--- src/rtl/reg_file_pkg.sv ---
// Shared register-file constants and types, imported by reg_file, reg_read_port and reg_file_if.
package riscv_pkg;
  localparam int unsigned XLEN       = 32;
  localparam int unsigned NUM_REGS   = 32;
  localparam int unsigned REG_ADDR_W = $clog2(NUM_REGS);

  localparam logic [REG_ADDR_W-1:0] REG_ZERO = 5'd0;

  typedef logic [REG_ADDR_W-1:0] reg_addr_t;
endpackage

--- src/rtl/reg_file_if.sv ---
// Read/write bus of the register file; master is the datapath, slave is reg_file.
interface reg_file_if
  import riscv_pkg::*;
#(
  parameter int unsigned XLEN   = riscv_pkg::XLEN,
  parameter int unsigned ADDR_W = riscv_pkg::REG_ADDR_W
);
  logic [ADDR_W-1:0] rs1_addr;
  logic [ADDR_W-1:0] rs2_addr;
  logic [XLEN-1:0]   read_data1;
  logic [XLEN-1:0]   read_data2;
  logic              rs1_valid;
  logic              rs2_valid;
  logic              reg_write;
  logic [ADDR_W-1:0] rd_addr;
  logic [XLEN-1:0]   write_data;

  modport master (
    output rs1_addr, rs2_addr, reg_write, rd_addr, write_data,
    input  read_data1, read_data2, rs1_valid, rs2_valid
  );

  modport slave (
    input  rs1_addr, rs2_addr, reg_write, rd_addr, write_data,
    output read_data1, read_data2, rs1_valid, rs2_valid
  );
endinterface

--- src/rtl/reg_read_port.sv ---
// One combinational read port: select, x0 force and written-mask lookup.
// Write-to-read forwarding is compiled in only when REG_FILE_BYPASS_EN is defined.
module reg_read_port
  import riscv_pkg::*;
#(
  parameter int unsigned XLEN     = riscv_pkg::XLEN,
  parameter int unsigned NUM_REGS = riscv_pkg::NUM_REGS
) (
  input  logic [REG_ADDR_W-1:0] addr_i,
  input  logic [XLEN-1:0]       regs_i [NUM_REGS],
  input  logic [NUM_REGS-1:0]   written_i,
`ifdef REG_FILE_BYPASS_EN
  input  logic                  reset_i,
  input  logic                  reg_write_i,
  input  logic [REG_ADDR_W-1:0] rd_addr_i,
  input  logic [XLEN-1:0]       write_data_i,
`endif
  output logic [XLEN-1:0]       data_o,
  output logic                  valid_o
);

  always_comb begin
    data_o  = regs_i[addr_i];
    valid_o = written_i[addr_i];
    if (addr_i == REG_ZERO) begin
      data_o  = '0;
      valid_o = 1'b1;
    end
`ifdef REG_FILE_BYPASS_EN
    // Reset suppresses forwarding so the port reads the cleared state.
    if (!reset_i && reg_write_i && (rd_addr_i != REG_ZERO) && (rd_addr_i == addr_i)) begin
      data_o  = write_data_i;
      valid_o = 1'b1;
    end
`endif
  end

endmodule

--- src/rtl/reg_file.sv ---
// 2-read/1-write register file with x0 hardwired to zero and a per-register written mask.
// Optional same-cycle write forwarding via REG_FILE_BYPASS_EN.
module reg_file
  import riscv_pkg::*;
#(
  parameter int unsigned XLEN     = riscv_pkg::XLEN,
  parameter int unsigned NUM_REGS = riscv_pkg::NUM_REGS
) (
  input  logic      clk,
  input  logic      reset,
  reg_file_if.slave rf
);

  logic [XLEN-1:0]     regs_q [NUM_REGS];
  logic [NUM_REGS-1:0] written_q;
  logic [NUM_REGS-1:0] written_d;
  logic                wr_en;

  assign wr_en = rf.reg_write && (rf.rd_addr != REG_ZERO);

  always_comb begin
    written_d = written_q;
    if (wr_en) begin
      written_d[rf.rd_addr] = 1'b1;
    end
    written_d[0] = 1'b1;
  end

  // regs_q[0] is never written, so it stays zero from reset onward.
  always_ff @(posedge clk or posedge reset) begin
    if (reset) begin
      regs_q    <= '{default: '0};
      written_q <= {{(NUM_REGS-1){1'b0}}, 1'b1};
    end else begin
      if (wr_en) begin
        regs_q[rf.rd_addr] <= rf.write_data;
      end
      written_q <= written_d;
    end
  end

  reg_read_port #(.XLEN(XLEN), .NUM_REGS(NUM_REGS)) u_rd1 (
    .addr_i       (rf.rs1_addr),
    .regs_i       (regs_q),
    .written_i    (written_q),
`ifdef REG_FILE_BYPASS_EN
    .reset_i      (reset),
    .reg_write_i  (rf.reg_write),
    .rd_addr_i    (rf.rd_addr),
    .write_data_i (rf.write_data),
`endif
    .data_o       (rf.read_data1),
    .valid_o      (rf.rs1_valid)
  );

  reg_read_port #(.XLEN(XLEN), .NUM_REGS(NUM_REGS)) u_rd2 (
    .addr_i       (rf.rs2_addr),
    .regs_i       (regs_q),
    .written_i    (written_q),
`ifdef REG_FILE_BYPASS_EN
    .reset_i      (reset),
    .reg_write_i  (rf.reg_write),
    .rd_addr_i    (rf.rd_addr),
    .write_data_i (rf.write_data),
`endif
    .data_o       (rf.read_data2),
    .valid_o      (rf.rs2_valid)
  );

endmodule
--- src/flat_wrapper.sv ---
// flat-port wrapper written by rule: the top's interface ports become plain ports
module reg_file_flat import riscv_pkg::*;
#(
  parameter int unsigned XLEN     = riscv_pkg::XLEN,
  parameter int unsigned NUM_REGS = riscv_pkg::NUM_REGS
)
  (clk, reset, rf_rs1_addr, rf_rs2_addr, rf_reg_write, rf_rd_addr, rf_write_data, rf_read_data1, rf_read_data2, rf_rs1_valid, rf_rs2_valid);
  reg_file_if #(.XLEN(XLEN)) rf_i ();
  input  logic clk;
  input  logic reset;
  input wire logic [$bits(rf_i.rs1_addr)-1:0] rf_rs1_addr;
  input wire logic [$bits(rf_i.rs2_addr)-1:0] rf_rs2_addr;
  input wire logic [$bits(rf_i.reg_write)-1:0] rf_reg_write;
  input wire logic [$bits(rf_i.rd_addr)-1:0] rf_rd_addr;
  input wire logic [$bits(rf_i.write_data)-1:0] rf_write_data;
  output wire logic [$bits(rf_i.read_data1)-1:0] rf_read_data1;
  output wire logic [$bits(rf_i.read_data2)-1:0] rf_read_data2;
  output wire logic [$bits(rf_i.rs1_valid)-1:0] rf_rs1_valid;
  output wire logic [$bits(rf_i.rs2_valid)-1:0] rf_rs2_valid;
  assign rf_i.rs1_addr = rf_rs1_addr;
  assign rf_i.rs2_addr = rf_rs2_addr;
  assign rf_i.reg_write = rf_reg_write;
  assign rf_i.rd_addr = rf_rd_addr;
  assign rf_i.write_data = rf_write_data;
  assign rf_read_data1 = rf_i.read_data1;
  assign rf_read_data2 = rf_i.read_data2;
  assign rf_rs1_valid = rf_i.rs1_valid;
  assign rf_rs2_valid = rf_i.rs2_valid;
  reg_file #(.XLEN(XLEN), .NUM_REGS(NUM_REGS)) u_core (.clk(clk), .reset(reset), .rf(rf_i));
endmodule
--- config.mk ---
export PLATFORM = sky130hd
export DESIGN_NAME = reg_file_flat
export DESIGN_NICKNAME = d
export VERILOG_FILES = /design/src/rtl/reg_file_pkg.sv /design/src/rtl/reg_file_if.sv /design/src/rtl/reg_read_port.sv /design/src/rtl/reg_file.sv /design/src/flat_wrapper.sv
export SDC_FILE = /design/constraint.sdc
export NUM_CORES = 2
export LEC_CHECK = 0
export BUFFER_PORTS_ARGS = -buffer_cell sky130_fd_sc_hd__clkbuf_2
export CORE_MARGIN = 2
export CORE_UTILIZATION = 32
export CTS_BUF_LIST = sky130_fd_sc_hd__clkbuf_8 sky130_fd_sc_hd__clkbuf_16
export DETAILED_ROUTE_END_ITERATION = 8
export GPL_ROUTABILITY_DRIVEN = 0
export HOLD_SLACK_MARGIN = 0.1
export PLACE_DENSITY = 0.56
export SLEW_MARGIN = 10
export SYNTH_ARGS = -nofsm -noshare
export SYNTH_HDL_FRONTEND = slang
export SYNTH_HIERARCHICAL = 1
export SYNTH_SLANG_ARGS = --single-unit
export TNS_END_PERCENT = 1
--- constraint.sdc ---
create_clock -name clk -period 31.1 [get_ports clk]
set_input_delay 3.11 -clock clk [delete_from_list [all_inputs] [get_ports clk]]
set_output_delay 3.11 -clock clk [all_outputs]
set_load 0.1 [all_outputs]
Word level (Yosys, flattened, before mapping) --
Index checks and enable logic that the tools add are counted.
Word-level totals: input bits 50, output and inout bits 66, register bits after elaboration 1055
Operators by class: reduce and logical (&&, ||, !) cells 6, bitwise logic cells 4, magnitude comparators 8, mux-type cells 19
Operator list (number):
- $bwmux W1024 | 1
- $bmux W32 S5 | 2
- $mux W32 | 7
- $demux W32 S5 | 1
- $or A32 B32 Y32 | 1
- $ge A6 B6 Y1 const B | 3
- $lt A5 B6 Y1 const B | 3
- $not A5 Y6 | 3
- $bmux W1 S5 | 2
- $logic_not A5 Y1 | 2
- $lt A6 B1 Y1 const B | 1
- $demux W1 S5 | 1
- $ge A5 B1 Y1 const B | 1
- $mux W1 | 5
- $reduce_bool A5 Y1 | 1
- $logic_and A1 B1 Y1 | 3

Longest topological paths before layout --
depth in word-level cells 6, depth in mapped cells 8

Modules after synthesis --
The synthesis kept the hierarchy.
Modules (own cells, without submodules):
- reg_file | cells each 2358, area an instance 39004.9 µm², times used 1
- reg_read_port | cells each 639, area an instance 8560.7 µm², times used 2

Worst setup path after synthesis --
OpenSTA, ideal clock, no wires.
kind input to output, start input port rf_rs1_addr[1], end output port rf_read_data1[0], setup slack 22.140 ns, stages on the path 8, data arrival time 5.850 ns, path through buf_6 > buf_12 > nor2b_1 > clkbuf_1 > clkbuf_1 > a221oi_1 > o21ai_0 > a31oi_1
On the way: word-level cells in the longest chain between the ends 5, elaborated cells on any way between the ends 6, classes of those cells 4 x mux; 1 x bitwise; 1 x reduce/logical
Ends and longest elaborated chain:
- from (decl) | line flat_wrapper.sv:11 | input wire logic [$bits(rf_i.rs1_addr)-1:0] rf_rs1_addr;
- $not A5 Y6 (not written as such) | line reg_read_port.sv:23 | data_o = regs_i[addr_i];
- $bmux W32 S5 | line reg_read_port.sv:23
- $mux W32 (not written as such) (2 in a row) | line reg_read_port.sv:23
- $mux W32 (*) | line reg_read_port.sv:25 | if (addr_i == REG_ZERO) begin
- to (decl) | line flat_wrapper.sv:16 | output wire logic [$bits(rf_i.read_data1)-1:0] rf_read_data1;
Mark *: on every way between the ends. The rest lies on a longest branch, timed or not. The select of a mux whose other input is x is not followed.

Worst setup path in the final report --
start input port rf_rs1_addr[2], end output port rf_rs1_valid
On the way: word-level cells in the longest chain between the ends 3, elaborated cells on any way between the ends 4, classes of those cells 3 x mux; 1 x reduce/logical
Ends and longest elaborated chain:
- $bmux W1 S5 | line reg_read_port.sv:24 | valid_o = written_i[addr_i];
- $mux W1 (not written as such) | line reg_read_port.sv:24
- $mux W1 (*) | line reg_read_port.sv:25
- to (decl) | line flat_wrapper.sv:18 | output wire logic [$bits(rf_i.rs1_valid)-1:0] rf_rs1_valid;
Marked as above.

==> reports/qor_table.md <==
| Stage | Parameter | Value |
| --- | --- | --- |
| die | Die Wd | 422.8 um |
| clocking | Clock transition at the registers of the reported paths | 60 ps |
| place | Worst setup timing slack at the placement stage | 20800 ps |
| global routing | First-pass GRT wire length | 266500 um |
| worst hold path | Class of the tightest hold or removal check | reg2reg |
| route | Wire length after detailed routing | 185600 um |
| timing | Max Slew Vio Count | 0 |
| timing | Total setup violations reported at the end of the flow | 0 |
| timing | Actual slew at the worst max-slew pin | 1427 ps |
| die | Io pins | 116 |
| synth | Ys Warns | 6 |
| clocking | Deepest clock path buffer count | 3 |
| synth | Unique cell type count in the Yosys netlist | 36 |
| clocking | Library cell used as clock root buffer | sky130_fd_sc_hd__clkbuf_16 |
| timing | Share of the clock period used by the worst path after layout | 33.17% |
| pwr | Power, Total | 4.140 mW |
| route | # DRC | 0 |
| final layout | Layout overhead on the synthesized area | 10.87% |
| synth | Number of flops mapped to enable cells by yosys | 0 |
| synth | Sequential cell area fraction in the yosys report | 47.04% |
| synth | Number of synthesized register bits | 1055 |
| global routing | Total congestion overflow | 0 |
| global routing | Number of global-route vias before repair | 35.80k |
| pwr | Leakage Power | 26.72 nW |
| clocking | Clock net sink count | 1055 |
| timing | Worst slack on hold paths | 393.3 ps |
| global routing | GRT Resource Usage Total | 20.53% |
| timing | Final Skew | 0 ps |
| timing | F_max | 96.95 MHz |
| worst setup path | Cells along the critical path | buf_8 > buf_12 > buf_4 > mux4_2 > mux2i_1 > mux2_2 > a22oi_1 > clkbuf_2 |
| worst setup path | Register-to-Register Setup Slack | 30280 ps |
| timing | Final worst path period need | 10310 ps |
| synth | Largest area contributor in the netlist | sky130_fd_sc_hd__dfrtp_1 |
| clocking | Number of gates resized after cts | 0 |
| die | Height of the die | 422.8 um |
| final layout | Layout cell share with drive strength beyond 1 | 51.69% |
| synth | Top cells by area, synth | sky130_fd_sc_hd__dfrtp_1, sky130_fd_sc_hd__mux2_2, sky130_fd_sc_hd__mux4_2 |
| synth | Post-synthesis area per instance | 15.44 um2 |
| final layout | Number of nets in the layout | 3570 |
| place | Port bufs | 115 |
| synth | Area share of the largest cell type after synthesis | 47.04% |
| pwr | Net load switching power | 1.194 mW |
| timing | Setup repair after global routing missed its margin | false |
| route | Count of nets left with antenna violations after detail routing | 0 |
| pwr | Flop pwr share | 43.9% |
| die | Placement Rows | 153 |
| synth | Number of instances in the synthesized netlist | 3636 |
| clocking | Maximum level of the CTS H-tree | 3 |
| route | DRC violation total after the first TritonRoute iteration | 3133 |
| die | Initial cell density of the core | 32.25% |
| clocking | CTS tree | done |
| synth | Most instantiated library cell after synthesis | sky130_fd_sc_hd__dfrtp_1 |
| pwr | Share of total power in the clock network | 34.4% |
| global routing | Maximum number of pins on one net before global-route repair | 166 |
| synth | Leading cell types by count after synthesis | sky130_fd_sc_hd__dfrtp_1, sky130_fd_sc_hd__mux2_2, sky130_fd_sc_hd__mux4_2, sky130_fd_sc_hd__mux2i_1, sky130_fd_sc_hd__clkbuf_1 |
| worst setup path | Worst setup path class | in2out |
| global routing | Antenna violations before repair | 6 |
| pwr | Combinational share of power | 21.7% |
| synth | Area of the mapped netlist | 0.05613 mm2 |
| worst setup path | Crit start category | input pin |
| worst setup path | Largest stage delay on the critical path | 890 ps |
| route | Detailed-routing iteration count for the pre-antenna-repair pass | 7 |
| pwr | Internal Power | 2.946 mW |
| worst setup path | Arrival time worst endpoint | 7200 ps |
| die | DIE AREA | 0.1788 mm2 |
| pwr | Switching share of power | 28.83% |
| synth | Top_reg_cell synth | sky130_fd_sc_hd__dfrtp_1 |
| timing | Count of final hold-check violations | 0 |
| clocking | Post-CTS Repair Setup Buffers | 0 |
| worst setup path | Data required time at the worst endpoint | 27990 ps |
| timing | Total Negative Setup Slacks | 0 ps |
| job | Max Cap Viol | 0 |
| worst setup path | Worst path slowest cell | sky130_fd_sc_hd__buf_4 |
| worst setup path | Kind of capture point of the worst setup path | output pin |
| run status | Run status | finished, final reports clean |
| clocking | Latest clock arrival within the worst-skew pair | 750 ps |
| worst setup path | CP Max Fanout | 111 |
| clocking | Total CTS buffers | 117 |
| clocking | Hold Buf Count CTS | 0 |
| place | Half-perimeter wire length after placement | 97130 um |
| timing | Tightest slew margin relative to the limit | 4.609% |
| route | DR vias | 34.65k |
| synth | Ys async rst share | 100.0% |
| timing | Smallest setup slack after layout | 20790 ps |
| pwr | Areal power density over the cells | 66.53 mW/mm2 |
| route | Vias per std cell | 5.833 |
| route | Average wire per cell in the routed design | 31.25 um |
| pwr | Highest ir drop seen on vdd | 0.00004648 V |
| die | Area of the core | 0.1740 mm2 |
## area by class of cell
class                   instances  area, um2
fillers                     16560     111800
multi-input cells            2146      27610
flip-flops and latches       1055      26400
clock buffers                 157       3512
well taps                    2325       2909
repair buffers                195       1309
clock inverters                56      456.7
inverters                       5      27.53
diodes                          1      2.502
## through the flow
stage	std cells	cell area [um2]	util [%]
after detailed placement	5726	58250	33.48
final	5940	62220	35.76
after global placement	5726	58250	33.48
after global routing	5940	62220	35.76
after CTS	5939	62220	35.76
after floorplan	3637	56130	-
## cells by family after synthesis
logic type / Yosys count / synth area share (%)
mux: 1722 / 43.23
flops: 1055 / 47.04
buf+inv: 436 / 4.352
compound gates: 328 / 4.383
simple gates: 94 / 0.9920
other cells: 1 / 0.006681
## placed cells by master, fill, tap and decap left out, types with 5 or more instances in the layout
cell type                   count
sky130_fd_sc_hd__clkbuf_2     107
sky130_fd_sc_hd__dfrtp_1     1055
sky130_fd_sc_hd__mux4_2       462
sky130_fd_sc_hd__mux2_2       964
sky130_fd_sc_hd__nand2_4        9
sky130_fd_sc_hd__mux2i_1      264
sky130_fd_sc_hd__a221o_1       64
sky130_fd_sc_hd__a221oi_1      66
sky130_fd_sc_hd__o21ai_0       56
sky130_fd_sc_hd__a31oi_1       64
sky130_fd_sc_hd__mux2_1        32
sky130_fd_sc_hd__clkinv_2      13
sky130_fd_sc_hd__buf_4         76
sky130_fd_sc_hd__nor2_1         5
sky130_fd_sc_hd__o21ai_1       10
sky130_fd_sc_hd__nand2b_1      20
sky130_fd_sc_hd__clkbuf_8      37
sky130_fd_sc_hd__bufinv_16      7
sky130_fd_sc_hd__buf_12         6
sky130_fd_sc_hd__clkbuf_16    120
sky130_fd_sc_hd__or2_2         13
sky130_fd_sc_hd__inv_1         32
sky130_fd_sc_hd__nor2_4        22
sky130_fd_sc_hd__a22oi_1       66
## layer usage
| metal | wire length (um) | GRT usage, % | part of all wire [%] |
|---|---|---|---|
| met5 | 41 | 0 | 0.022 |
| met4 | 7750 | 7.786 | 4.2 |
| met3 | 10020 | 3.330 | 5.4 |
| met2 | 89860 | 33.94 | 48 |
| met1 | 77920 | 27.04 | 42 |
## registers in the layout, summed over array words and instances, names as in the netlist
signal	flops
u_core/regs_q	1024
u_core/written_q	31
## power by group through the flow
stage	logic, mW	clock network, mW	registers, mW
floorplan	0.747	0	1.78
global placement	0.888	0	1.82
finish	0.899	1.42	1.82
detailed placement	0.902	0	1.84
CTS	0.903	1.46	1.81
global route	0.953	1.51	1.85
## worst max-delay path: cells and delay by family
family	cells	cell delay, ps
AOI/OAI and AO/OA	1	520
buffers and inverters	4	2580
muxes	3	730
## path summary, 6_finish.rpt
| kind | startpoint | end | cells past startpoint |
|---|---|---|---|
| worst max-delay path | rf_rs1_addr[2] | rf_rs1_valid | 8 |
| worst min-delay path | u_core/regs_q[1009] | u_core/regs_q[1009] | 0 |
| worst max register to register | u_core/regs_q[614] | u_core/regs_q[614] | 1 |
| worst min register to register | u_core/regs_q[1009] | u_core/regs_q[1009] | 0 |
| max in group asynchronous | reset | u_core/regs_q[553] | 6 |
| min in group asynchronous | reset | u_core/regs_q[731] | 3 |
Note: power is estimated with default switching activity, not from simulation.
